$ cat src/rtl/vin_quadencoder_ctrl.sv
// Single-channel x4 quadrature controller: synchronized/filtered A/B/Z, position
// counter with illegal-transition count, index homing handshake and velocity sampling.
module vin_quadencoder_ctrl #(
    parameter int BITS       = 32,
    parameter int FILTER     = 3,
    parameter int VEL_PERIOD = 1000
) (
    input  logic            clk,
    input  logic            rst,
    input  logic            quadA,
    input  logic            quadB,
    input  logic            quadZ,
    input  logic            index_enable,
    input  logic            err_clear,
    output logic [BITS-1:0] pos,
    output logic [BITS-1:0] index_pos,
    output logic            index_done,
    output logic [BITS-1:0] velocity,
    output logic            vel_valid,
    output logic [7:0]      err_count
);

    localparam int FW = $clog2(FILTER + 1);
    localparam int TW = $clog2(VEL_PERIOD);

    typedef enum logic [1:0] {
        S_IDLE  = 2'd0,
        S_ARMED = 2'd1,
        S_DONE  = 2'd2
    } state_t;

    // Bit order through the input path: [2]=A, [1]=B, [0]=Z
    logic [2:0]      sync1_q, sync2_q, filt_q;
    logic [FW-1:0]   fcnt_q [3];
    logic [1:0]      prev_ab_q;
    logic            z_prev_q;

    logic [BITS-1:0] pos_q, pos_d;
    logic [BITS-1:0] snap_q, snap_adj;
    logic [BITS-1:0] vel_q;
    logic            vel_valid_q;
    logic [TW-1:0]   tmr_q;
    logic [7:0]      err_q;

    state_t          state_q;
    logic            index_done_q;
    logic [BITS-1:0] index_pos_q;

    logic            step_up, step_dn, illegal;
    logic            z_rise, capture, vel_tc;

    always_comb begin
        step_up = 1'b0;
        step_dn = 1'b0;
        illegal = 1'b0;
        case ({prev_ab_q, filt_q[2:1]})
            4'b00_10, 4'b10_11, 4'b11_01, 4'b01_00: step_up = 1'b1;
            4'b10_00, 4'b11_10, 4'b01_11, 4'b00_01: step_dn = 1'b1;
            4'b00_11, 4'b11_00, 4'b10_01, 4'b01_10: illegal = 1'b1;
            default: ;
        endcase
    end

    assign z_rise  = filt_q[0] & ~z_prev_q;
    assign capture = (state_q == S_ARMED) && index_enable && z_rise;
    assign vel_tc  = (tmr_q == TW'(VEL_PERIOD - 1));

    // A capture zeroes pos and drops any step decoded on the same edge
    always_comb begin
        if (capture)
            pos_d = '0;
        else if (step_up)
            pos_d = pos_q + BITS'(1);
        else if (step_dn)
            pos_d = pos_q - BITS'(1);
        else
            pos_d = pos_q;
        snap_adj = capture ? (snap_q - pos_q) : snap_q;
    end

    always_ff @(posedge clk or posedge rst) begin
        if (rst) begin
            sync1_q   <= '0;
            sync2_q   <= '0;
            filt_q    <= '0;
            for (int i = 0; i < 3; i++) fcnt_q[i] <= '0;
            prev_ab_q <= '0;
            z_prev_q  <= 1'b0;
        end else begin
            sync1_q   <= {quadA, quadB, quadZ};
            sync2_q   <= sync1_q;
            prev_ab_q <= filt_q[2:1];
            z_prev_q  <= filt_q[0];
            for (int i = 0; i < 3; i++) begin
                if (sync2_q[i] != filt_q[i]) begin
                    if (fcnt_q[i] == FW'(FILTER - 1)) begin
                        filt_q[i] <= sync2_q[i];
                        fcnt_q[i] <= '0;
                    end else begin
                        fcnt_q[i] <= fcnt_q[i] + FW'(1);
                    end
                end else begin
                    fcnt_q[i] <= '0;
                end
            end
        end
    end

    always_ff @(posedge clk or posedge rst) begin
        if (rst) begin
            pos_q       <= '0;
            snap_q      <= '0;
            vel_q       <= '0;
            vel_valid_q <= 1'b0;
            tmr_q       <= '0;
            err_q       <= '0;
        end else begin
            pos_q <= pos_d;
            if (err_clear)
                err_q <= '0;
            else if (illegal && err_q != 8'hFF)
                err_q <= err_q + 8'd1;
            vel_valid_q <= vel_tc;
            if (vel_tc) begin
                tmr_q  <= '0;
                vel_q  <= pos_d - snap_adj;
                snap_q <= pos_d;
            end else begin
                tmr_q  <= tmr_q + TW'(1);
                snap_q <= snap_adj;
            end
        end
    end

    always_ff @(posedge clk or posedge rst) begin
        if (rst) begin
            state_q      <= S_IDLE;
            index_done_q <= 1'b0;
            index_pos_q  <= '0;
        end else begin
            case (state_q)
                S_IDLE: begin
                    if (index_enable) state_q <= S_ARMED;
                end
                S_ARMED: begin
                    if (!index_enable) begin
                        state_q <= S_IDLE;
                    end else if (capture) begin
                        state_q      <= S_DONE;
                        index_done_q <= 1'b1;
                        index_pos_q  <= pos_q;
                    end
                end
                S_DONE: begin
                    if (!index_enable) begin
                        state_q      <= S_IDLE;
                        index_done_q <= 1'b0;
                    end
                end
                default: begin
                    state_q      <= S_IDLE;
                    index_done_q <= 1'b0;
                end
            endcase
        end
    end

    assign pos        = pos_q;
    assign index_pos  = index_pos_q;
    assign index_done = index_done_q;
    assign velocity   = vel_q;
    assign vel_valid  = vel_valid_q;
    assign err_count  = err_q;

endmodule

$ cat config.mk
export PLATFORM = sky130hd
export DESIGN_NAME = vin_quadencoder_ctrl
export DESIGN_NICKNAME = d
export VERILOG_FILES = /design/src/rtl/vin_quadencoder_ctrl.sv
export SDC_FILE = /design/constraint.sdc
export NUM_CORES = 1
export LEC_CHECK = 0
export CORE_MARGIN = 8
export CORE_UTILIZATION = 52
export CTS_CLUSTER_SIZE = 12
export DETAILED_ROUTE_END_ITERATION = 12
export PLACE_DENSITY = 0.77
export SLEW_MARGIN = 20
export SYNTH_ARGS = -nofsm -noshare
export SYNTH_HDL_FRONTEND = slang
export SYNTH_SLANG_ARGS = --single-unit
$ cat constraint.sdc
create_clock -name clk -period 5.5 [get_ports clk]
set_clock_uncertainty 0.15 [all_clocks]
set_input_delay 1.1 -clock clk [delete_from_list [all_inputs] [get_ports clk]]
set_output_delay 1.1 -clock clk [all_outputs]
set_load 0.01 [all_outputs]
Word level (Yosys, flattened, before mapping)

Cells that the tools add are included.

Add/sub/neg operators: 9
Equality and inequality tests: 27
Multiplexer cells: 26
Bitwise logic cells: 3
Reductions and logical operators: 14

Operator list:

| cell                  | number |
|---|---|
| $mux 32               | 5 |
| $sub 32x32->32        | 2 |
| $add 32x1->32 const B | 1 |
| $sub 32x1->32 const B | 1 |
| $eq 4x4->1 const B    | 6 |
| $mux 2                | 10 |
| $mux 8                | 2 |
| $eq 4x3->1 const B    | 3 |
| $reduce_or 4->1       | 3 |
| $add 10x1->10 const B | 1 |
| $eq 10x10->1 const B  | 1 |
| $mux 10               | 1 |
| $add 8x1->8 const B   | 1 |
| $eq 2x2->1 const B    | 4 |
| $eq 4x2->1 const B    | 2 |
| $ne 2x2->1 const B    | 4 |
| $ne 8x8->1 const B    | 1 |
| $add 2x1->2 const B   | 3 |
| $mux 1                | 6 |
| $pmux 2 s3            | 1 |
| $reduce_and 2->1      | 3 |
| $reduce_and 3->1      | 2 |
| $eq 4x1->1 const B    | 1 |
| $reduce_and 4->1      | 1 |
| 9 further kinds       | 14 |

Bits in registers: 168
Bits of input ports: 7

Logic depth before layout (Yosys ltp)

Gate-level depths: netlist of the first run.

Depth after elaboration: 7
Mapped depth: 27

Worst setup path before layout of the first run

Ideal clock, no wire load.

Path kind: register to register
Start point: register pos_q[0] (netlist: pos[0])
End point: register vel_q[25] (netlist: velocity[25])
Library setup time: 0.129 ns
Arrival: 5.083 ns
Slack: 0.138 ns
Stages on the path, launching flop included: 25
Path buffers: 0
Period minus slack after synthesis: 5.362 ns
Cells stage by stage: dfrtp_1 -> ha_1 -> inv_1 -> fa_1 -> a21o_1 -> a21oi_1 -> o21bai_1 -> a21oi_1 -> o21ai_1 -> a221o_1 -> a31o_2 -> a21oi_1 -> mux2i_1 -> and3_1 -> ha_1 -> a21o_1 -> a21o_1 -> a221oi_1 -> nand2_1 -> a211o_1 -> a21oi_2 -> o21ai_1 -> a31oi_1 -> xnor2_1 -> o21ai_1

Word-level cells in the longest chain between the ends: 5

Ends and longest elaborated chain:

| element                | RTL line | RTL |
|---|---|---|
| from (decl)            | 38       | `logic [BITS-1:0] pos_q, pos_d;` |
| from (signal assigned) | 118      | `pos_q <= pos_d;` |
| $sub 32x1->32          | 75       | `pos_d = pos_q - BITS'(1);` |
| $mux 32                | 74       | `else if (step_dn)` |
| $mux 32                | 72       | `else if (step_up)` |
| $mux 32                | 70       | `if (capture)` |
| $sub 32x32->32 *       | 126      | `vel_q <= pos_d - snap_adj;` |
| to (signal assigned)   | 126      |  |
| to (decl)              | 40       | `logic [BITS-1:0] vel_q;` |

Every way passes the cells marked *; elsewhere a longest branch is shown, timed or not.
A chain may end at the register's enable or synchronous reset.

Worst setup path in the final report of the first run

Start point: register snap_q[0]
End point: register vel_q[25] (netlist: velocity[25])

Word-level cells in the longest chain between the ends: 3

Ends and longest elaborated chain:

| element                | RTL line | RTL |
|---|---|---|
| from (decl)            | 39       | `logic [BITS-1:0] snap_q, snap_adj;` |
| from (signal assigned) | 127      | `snap_q <= pos_d;` |
| from (signal assigned) | 130      | `snap_q <= snap_adj;` |
| $sub 32x32->32         | 78       | `snap_adj = capture ? (snap_q - pos_q) : snap_q;` |
| $mux 32 *              | 78       |  |
| $sub 32x32->32 *       | 126      |  |

Marks and branches as above.

==> metrics.txt, run 1 <==
status completed; non-filler cells, final 1614; core footprint slightly above 20000 sq um; DR vias between 9000 and 10000; largest net degree at the start of global routing between 70 and 80; syn_area_per_cell roughly 8.8 sq um; area of the multi-input gates 6150 sq um; ANT nets after route 0; final-report setup violation count 0; clock latency on the worst-skew pair approximately 440 ps; initial antenna violation count 0; CTS Buf Count 17; Hold Buf Count CTS 0; number of enable flip-flop cells after synthesis 0; Buf/Inv on CP 2; P&R area growth vs syn 22.2%; DRC violations left 0; CP Data Required Time around 5600 ps; Synth warnings 0; final period utilization a little over nine tenths; Die W 159 um; post-route cell area roughly 13000 sq um; most used cell along the critical path a21oi_2; #FFs+latches synth ~170; Starting Density 52.6%; max cap viols 0; GRT Total Usage 23.8%; CTS max path bufs 2; dpl cells between 1500 and 2000; Critical Path AT 5520 ps; hold slack slightly below 200 ps; Max Freq between 0.15 and 0.2 GHz; final hold viol count 0; H-tree Lvls 4; synth unique cells 79; Mapped Nets about 1300; LEAKAGE slightly below 6 nW; IO Pins about 110; kind of cell adding the most delay to the critical path compound AO/OA/AOI/OAI gates; vias in the first global route 8910; CP Class reg2reg; Die H 159 um; hpwl dp roughly 22000 um; wirelength, routed 29400 um; Routed WL per cell approximately 18 um; Worst Hold Class reg2reg; Reg area 4210 sq um; clock root buffer master clkbuf_16; GP Congestion roughly 0.96; Slew Viols, Final 0; post-synthesis async set-or-reset flop share 100%; Critical Path End Type flop; gr ovfl total 0; DIE AREA 25200 sq um; sequential share of the synthesized area 39.7%; Port Buf Inserts 112; top_reg_cell synth dfrtp_1; Slew HR 49.8%; Tightest Pin Transition 753 ps; total clock sinks around 170; CTS tree yes; drt first pass iters 5; FILL cells approximately 1600; Placed Area around 12000 sq um; CP max-delay cell a221o_1; Synth Cell Area 10600 sq um; fin crit period approximately 5400 ps; via/cell ratio around 5.9; Iteration-0 DRC Markers a little under 800; CP Max Fanout 5; cells after synthesis 1203; P per Cell Area roughly 740 nW/um^2; Startpoint Class flop; unrepaired setup endpoints after global routing true; first-pass GRT wire length between 40000 and 50000 um; clock slew at reported path FFs 70 ps; ANT cells 0; NumNets Final between 1000 and 1500; ratio of cells with drive above 1 in the final layout about a tenth; Max stage delay on crit path roughly 400 ps; # rows 52; peak supply drop ~0.33 mV
==> flip-flops by register name, indices dropped and copies added, names as in the netlist <==
| register | cells |
|---|---|
| index_pos | 32 |
| pos | 32 |
| snap_q | 32 |
| velocity | 32 |
| tmr_q | 10 |
| err_count | 8 |
| fcnt_q | 6 |
| filt_q | 3 |
| sync1_q | 3 |
| sync2_q | 3 |
| prev_ab_q | 2 |
| state_q | 2 |
| index_done | 1 |
| vel_valid | 1 |
| z_prev_q | 1 |
==> cell families (layout without fill, tap and decap cells) <==
logic type	Yosys count	count (layout)	synth area share, %
and+or+nand+nor	428	428	19.4
DFF	168	168	39.7
xor gates and xnor gates	94	94	8.05
adders and majority gates	67	67	8.07
muxes	14	14	1.37
buffers and inverters	94	235	3.47
AOI/OAI and AO/OA	338	338	19.9
==> power by group <==
part           switching [W]  leakage [nW]  internal [W]  total, W
logic                0.00357          3.48       0.00277   0.00635
clock network       0.000541         0.285      0.000661   0.00120
registers           0.000393          2.01       0.00162   0.00201
total                0.00451          5.78       0.00506   0.00956
==> final cells by class <==
type                       count  area share [%]
inverter                      49            1.45
multi-input combinational    941            47.6
timing repair buffer         154            11.3
sequential                   168            32.5
clock buffer                  19            3.50
clock inverter                13            1.04
tap                          270            2.61
==> synth_stat cells, drive strengths merged (7+ instances only) <==
cell type    n  area share, %
nor2       124            4.4
o21a        10           0.71
and2        15           0.89
buf         10           0.48
nand2      134            4.8
a21oi      104            5.0
clkbuf      35            1.2
o31ai       12           0.90
a211oi       8           0.61
o22ai        7           0.41
dfrtp      168             40
nor2b       13           0.77
or3         10           0.59
inv         48            1.7
o21bai      10           0.75
a21o        37            2.6
nor4         8           0.67
mux2i       10           0.95
o21ai      103            4.9
ha          65            7.7
xor2        30            2.6
xnor2       63            5.3
nor3b        7           0.50
nand4       19            1.1
nor3        31            1.5
nand3       28            1.3
nand2b      12           0.71
and3         8           0.47
a31oi       10           0.59
==> routing by layer <==
| metal | wire length (um) | track usage (%) | up-vias |
|---|---|---|---|
| met5 | 0 | 0 | - |
| met4 | 545 | 7.05 | 0 |
| met3 | 2380 | 4.64 | 42 |
| met2 | 12500 | 34.4 | 371 |
| met1 | 13900 | 35.1 | 4522 |
| li1 | - | - | 4514 |
==> path summary, 6_finish.rpt <==
kind | cells past startpoint | end | start | slack [ps]
max | 25 | velocity[25]$_DFFE_PP0P_ | snap_q[0]$_DFF_PP0_ | 120
min | 0 | sync2_q[2]$_DFF_PP0_ | sync1_q[2]$_DFF_PP0_ | 200
max reg2reg | 25 | velocity[25]$_DFFE_PP0P_ | snap_q[0]$_DFF_PP0_ | 120
min reg2reg | 0 | sync2_q[2]$_DFF_PP0_ | sync1_q[2]$_DFF_PP0_ | 200
max in group asynchronous | 4 | velocity[13]$_DFFE_PP0P_ | rst | 3370
min in group asynchronous | 2 | snap_q[20]$_DFF_PP0_ | rst | 850
==> what timing repair did <==
item	in CTS	in global routing
buffers inserted	3	9
pin swaps	4	24
endpoints found under the setup margin	4	11
cloned	0	0
resized for setup	4	32
==> per-stage QoR <==
| stage | worst slack, ps | TNS [ps] | utilization [%] | power [W] |
|---|---|---|---|---|
| global route | -96.4 | -267 | 64.3 | 0.0103 |
| CTS | 5.91 | 0 | 63.3 | 0.00921 |
| detailed placement | -176 | -507 | 60.2 | 0.00787 |
| floorplan | 138 | 0 | - | 0.00617 |
| global placement | 36.8 | 0 | 60.2 | 0.00782 |
| finish | 122 | 0 | 64.3 | 0.00956 |
==> placed cells by master (no fill, tap or decap), drive strengths merged, types with 7 or more instances in the layout <==
master and count:
clkbuf 19, nor2b 13, nor4 8, and2 15, xnor2 63, nand3 28
nor3b 7, and3 8, o21ai 103, ha 65, nor2 124, o21a 10
a21oi 104, clkdlybuf4s50 112, o22ai 7, dfrtp 168, a31oi 10, nand2b 12
a211oi 8, o21bai 10, xor2 30, or3 10, o31ai 12, nand2 134
inv 53, buf 42, a21o 37, mux2i 10, nor3 31, nand4 19
Note: power is estimated with default switching activity, not from simulation.
==> inputs of run 2 (changes only) <==
--- a/config.mk
+++ b/config.mk
@@ -6,10 +6,10 @@
 export NUM_CORES = 1
 export LEC_CHECK = 0
 export CORE_MARGIN = 8
-export CORE_UTILIZATION = 52
+export CORE_UTILIZATION = 30
 export CTS_CLUSTER_SIZE = 12
 export DETAILED_ROUTE_END_ITERATION = 12
-export PLACE_DENSITY = 0.77
+export GPL_TIMING_DRIVEN = 0
 export SLEW_MARGIN = 20
 export SYNTH_ARGS = -nofsm -noshare
 export SYNTH_HDL_FRONTEND = slang
==> metrics.txt, run 2 (synthesis gave the netlist of run 1 again) <==
Critical Path End Type flop; most common cell after layout, fill and taps aside dfrtp_1; peak supply drop 0.272 mV; Tightest Pin Transition 857 ps; clock latency on the worst-skew pair roughly 440 ps; Fin Setup TNS 0 ps; DR vias ~9400; initial antenna violation count 0; Slew HR between 40 and 50%; LEAKAGE ~5.8 nW; ratio of cells with drive above 1 in the final layout around 10%; GRT Total Usage between 15 and 20%; first-pass GRT wire length around 54000 um; Startpoint Class flop; drt first pass iters 5; CTS max path bufs 2; clock slew at reported path FFs roughly 70 ps; CP Class reg2reg; DRC violations left 0; total clock sinks between 150 and 200; Iteration-0 DRC Markers about 730; Die W 204 um; NumNets Final 1426; Pwr Total around 0.0096 W; via/cell ratio 5.17; Slew Viols, Final 0; vias in the first global route slightly above 9000; GP Congestion ~0.9; FILL cells 3485; final-report setup violation count 0; Hold Buf Count CTS 0; reg2reg setup slack approximately 150 ps; unrepaired setup endpoints after global routing true; P per Cell Area around 730 nW/um^2; CP Data Required Time between 5000 and 6000 ps; Critical Path AT ~5500 ps; ANT cells 0; most frequent cells in the layout 165 x dfrtp_1, 133 x nand2_1, 122 x nor2_1, 111 x clkdlybuf4s50_1, 95 x o21ai_0; ANT nets after route 0; P&R area growth vs syn 25.4%; H-tree Lvls 4; Max Freq between 0.15 and 0.2 GHz; fin crit period ~5300 ps; final period utilization ~100%; DIE AREA about 42000 sq um; Starting Density between 30% and 40%; # rows 68; Port Buf Inserts ~110; Core Util, Final 38.3%; Routed WL per cell ~19 um; CTS tree yes; IO Pins 113; Die H between 200 and 250 um; final hold viol count 0; wirelength, routed 34900 um; core footprint between 30000 and 40000 sq um; clock root buffer master clkbuf_16; max cap viols 0; status completed; Worst Hold Class reg2reg; largest net degree at the start of global routing 33; hpwl dp 27500 um; gr ovfl total 0; CTS Buf Count 17; CP Max Fanout 5
[run 2: changes by cell type in the layout (fill, tap and decap cells not counted), sizes merged]
cell           previous run  this run
clkbuf                   19        53
buf                      42        30
clkinv                    5         7
bufinv                    1         0
clkdlybuf4s50           112       111
inv                      53        52
[run 2: per-stage QoR]
step	worst slack [ps]	cells	cell area (sq um)	hold WS, ps
2_1_floorplan	138	1203	10600	181
3_3_place_gp	-1700	1769	12300	182
3_5_place_dp	-1650	1774	12400	186
4_1_cts	8.17	1810	13000	201
5_1_grt	-96.0	1820	13300	208
6_report	152	1820	13300	199
[run 2: worst paths after layout]
path / start / endpoint / depth (start not counted)
worst max-delay path: snap_q[0]$_DFF_PP0_ / velocity[25]$_DFFE_PP0P_ / 25
worst min-delay path: sync1_q[0]$_DFF_PP0_ / sync2_q[0]$_DFF_PP0_ / 0
worst max register to register: snap_q[0]$_DFF_PP0_ / velocity[25]$_DFFE_PP0P_ / 25
worst min register to register: sync1_q[0]$_DFF_PP0_ / sync2_q[0]$_DFF_PP0_ / 0
max in group asynchronous: rst / velocity[23]$_DFFE_PP0P_ / 4
min in group asynchronous: rst / index_pos[3]$_DFFE_PP0P_ / 2
[run 2: layer usage]
layer / up-vias / part of all wire, % / GRT usage [%]
met2: 303 / 45 / 26.4
met5: - / 0 / 0
met1: 4486 / 46 / 22.8
met3: 49 / 6.7 / 3.54
met4: 0 / 2.0 / 4.69
li1: 4568 / - / -
[run 2: what timing repair did]
| action | CTS | global route |
|---|---|---|
| endpoints found under the setup margin | 21 | 12 |
| setup buffers | 6 | 10 |
| hold endpoints to repair | 0 | 0 |
| resized for setup | 29 | 37 |
| pin swaps | 8 | 27 |
[run 2: power by group]
group | total, W | switching, W | internal, W
Sequential | 0.00204 | 0.000421 | 0.00162
Clock | 0.00115 | 0.000552 | 0.000602
Combinational | 0.00643 | 0.00364 | 0.00279
Total | 0.00962 | 0.00461 | 0.00501
[run 2: cell type report]
type,count,area (sq um),area share [%]
Inverter,49,188,1.42
Clock inverter,13,113,0.849
Tap cell,455,569,4.29
Timing Repair Buffer,132,1330,10.0
Buffer,43,196,1.48
Sequential cell,168,4210,31.7
Clock buffer,19,443,3.34
Multi-Input combinational cell,941,6210,46.9
[run 2: worst max-delay path, cell delays in order, from the launching register on]
cell and delay [ps]:
dfrtp_1 380, inv_1 60, ha_2 180, inv_2 40, fa_2 350, a21o_1 190, a21oi_2 150, o21bai_1 120
a21oi_2 180, o21ai_2 80, a221o_2 410, a31o_4 260, a21oi_2 130, mux2i_1 210, and3_4 240, ha_4 210
a21o_1 150, a21o_1 180, a221oi_4 340, a311oi_2 140, a211o_1 320, a21oi_2 190, o21ai_2 90, a31oi_1 210
xnor2_1 160, o21ai_1 80
==> inputs of run 3 (changes only) <==
--- a/config.mk
+++ b/config.mk
@@ -5,6 +5,7 @@
 export SDC_FILE = /design/constraint.sdc
 export NUM_CORES = 1
 export LEC_CHECK = 0
+export CAP_MARGIN = 30
 export CORE_MARGIN = 8
 export CORE_UTILIZATION = 30
 export CTS_CLUSTER_SIZE = 12
==> metrics.txt, run 3 (synthesis gave the netlist of run 1 again) <==
clock latency on the worst-skew pair ~450 ps; hold slack 200 ps; max cap viols 0; ANT cells 0; CP max-delay cell a221o_2; CP Class reg2reg; DRC violations left 0; Port Buf Inserts between 100 and 150; status completed; Worst Reg2Reg Path Length in Cells 25; drt first pass iters 5; Startpoint Class flop; total clock sinks between 150 and 200; hold_sp sync1_q[0]$_DFF_PP0_; CTS Buf Count 17; Die W a little over 200 um; Sw Pwr around 0.0046 W; Critical Path Start snap_q[0]$_DFF_PP0_; Max stage delay on crit path about 410 ps; GRT Total Usage between 10% and 20%; Hold Buf Count CTS 0; RR Endpoint velocity[25]$_DFFE_PP0P_; Die H slightly above 200 um; CTS max path bufs 2; DIE AREA 41500 sq um; Slew Viols, Final 0; NumNets Final between 1000 and 1500; RR Startpoint snap_q[0]$_DFF_PP0_; final period utilization between 90% and 100%; Min-Delay Path Depth 0; Slew HR between 40% and 50%; Comb pwr share 66.1%; P_int between 0.005 and 0.006 W; Starting Density between 30 and 40%; via/cell ratio about 5.1; Iteration-0 DRC Markers between 700 and 800; Worst Hold Class reg2reg; IO Pins 113; largest net degree at the start of global routing 33; Routed WL per cell ~19 um; final hold viol count 0; gr ovfl total 0; most common cell after layout, fill and taps aside dfrtp_1; CP Max Fanout 5; clock slew at reported path FFs ~70 ps; Critical Path End Type flop; reg2reg setup slack roughly 160 ps; H-tree Lvls 4; Tightest Pin Transition around 850 ps; Critical Path AT approximately 5500 ps; ANT nets after route 0; hpwl dp 27700 um; peak supply drop between 0.3 and 0.4 mV; ratio of cells with drive above 1 in the final layout slightly below 10%; clock share of power about an eighth; Max Freq between 0.15 and 0.2 GHz; CP Data Required Time approximately 5700 ps; GP Congestion 0.897; Flop pwr share 21.3%; fin crit period roughly 5300 ps; wirelength, routed ~35000 um; unrepaired setup endpoints after global routing true; most frequent cells in the layout 163 x dfrtp_1, 133 x nand2_1, 122 x nor2_1, 111 x clkdlybuf4s50_1, 95 x o21ai_0; Worst Hold End sync2_q[0]$_DFF_PP0_; LEAKAGE 5.76 nW; initial antenna violation count 0; P&R area growth vs syn 25.4%; most used cell along the critical path a21oi_2; final-report setup violation count 0; worst setup margin about 160 ps; vias in the first global route 9231; core footprint 34600 sq um; Pwr Total 0.00963 W; CTS tree yes; clock root buffer master clkbuf_16; P per Cell Area a little over 700 nW/um^2; DR vias ~9300; dpl ws -1650 ps; first-pass GRT wire length approximately 54000 um; # rows 68; Sw Ratio 47.6%
-- run 3: power groups by stage --
stage               Sequential (W)  Combinational, W  Clock, W
CTS                        0.00203           0.00608   0.00124
floorplan                  0.00201           0.00416         0
global placement           0.00205           0.00583         0
detailed placement         0.00206           0.00588         0
global route               0.00210           0.00701   0.00129
finish                     0.00205           0.00636   0.00122
-- run 3: worst max path at each step --
| stage | endpoint | cells after the start |
|---|---|---|
| finish | velocity[25]$_DFFE_PP0P_ | 25 |
| global route | velocity[31]$_DFFE_PP0P_ | 26 |
| CTS | velocity[31]$_DFFE_PP0P_ | 26 |
| detailed placement | velocity[28]$_DFFE_PP0P_ | 19 |
| global placement | velocity[28]$_DFFE_PP0P_ | 19 |
| floorplan | velocity[25]$_DFFE_PP0P_ | 24 |
-- run 3: layer usage --
metal / GRT usage (%) / up-vias / wire length, um
li1: - / 4559 / -
met1: 22.8 / 4464 / 16300
met2: 26.2 / 271 / 15700
met3: 3.41 / 48 / 2210
met4: 5.39 / 0 / 818
met5: 0 / - / 0
-- run 3: layout make-up --
type	instances	area, sq um
clock inverters	12	143
plain buffers	43	193
multi-input cells	941	6210
flip-flops and latches	168	4210
inverters	49	188
repair buffers	128	1310
clock buffers	20	447
well taps	455	569
fillers	3484	21400
-- run 3: through the flow --
step	area, sq um	setup TNS [ps]	util (%)	cells
after floorplan	10600	0	-	1203
after global placement	12300	-26750	35.4	1769
after detailed placement	12400	-23800	35.7	1775
after CTS	13100	0	37.8	1810
after global routing	13300	-351	38.3	1816
final	13300	0	38.3	1816
-- run 3: repair_timing --
action	4_1_cts	5_1_grt
setup endpoints to repair	21	12
pin swaps	5	26
buffers inserted	5	6
gates resized for setup	30	32
-- run 3: critical path, delay by kind of cell, from the launching register on --
family / cells / cell delay [ps]
XOR/XNOR: 1 / 160
multiplexers: 1 / 200
flip-flops: 1 / 380
adder cells (fa/ha/maj): 3 / 750
AND/OR/NAND/NOR: 1 / 240
buffers and inverters: 2 / 100
AO/OA/AOI/OAI: 17 / 3240
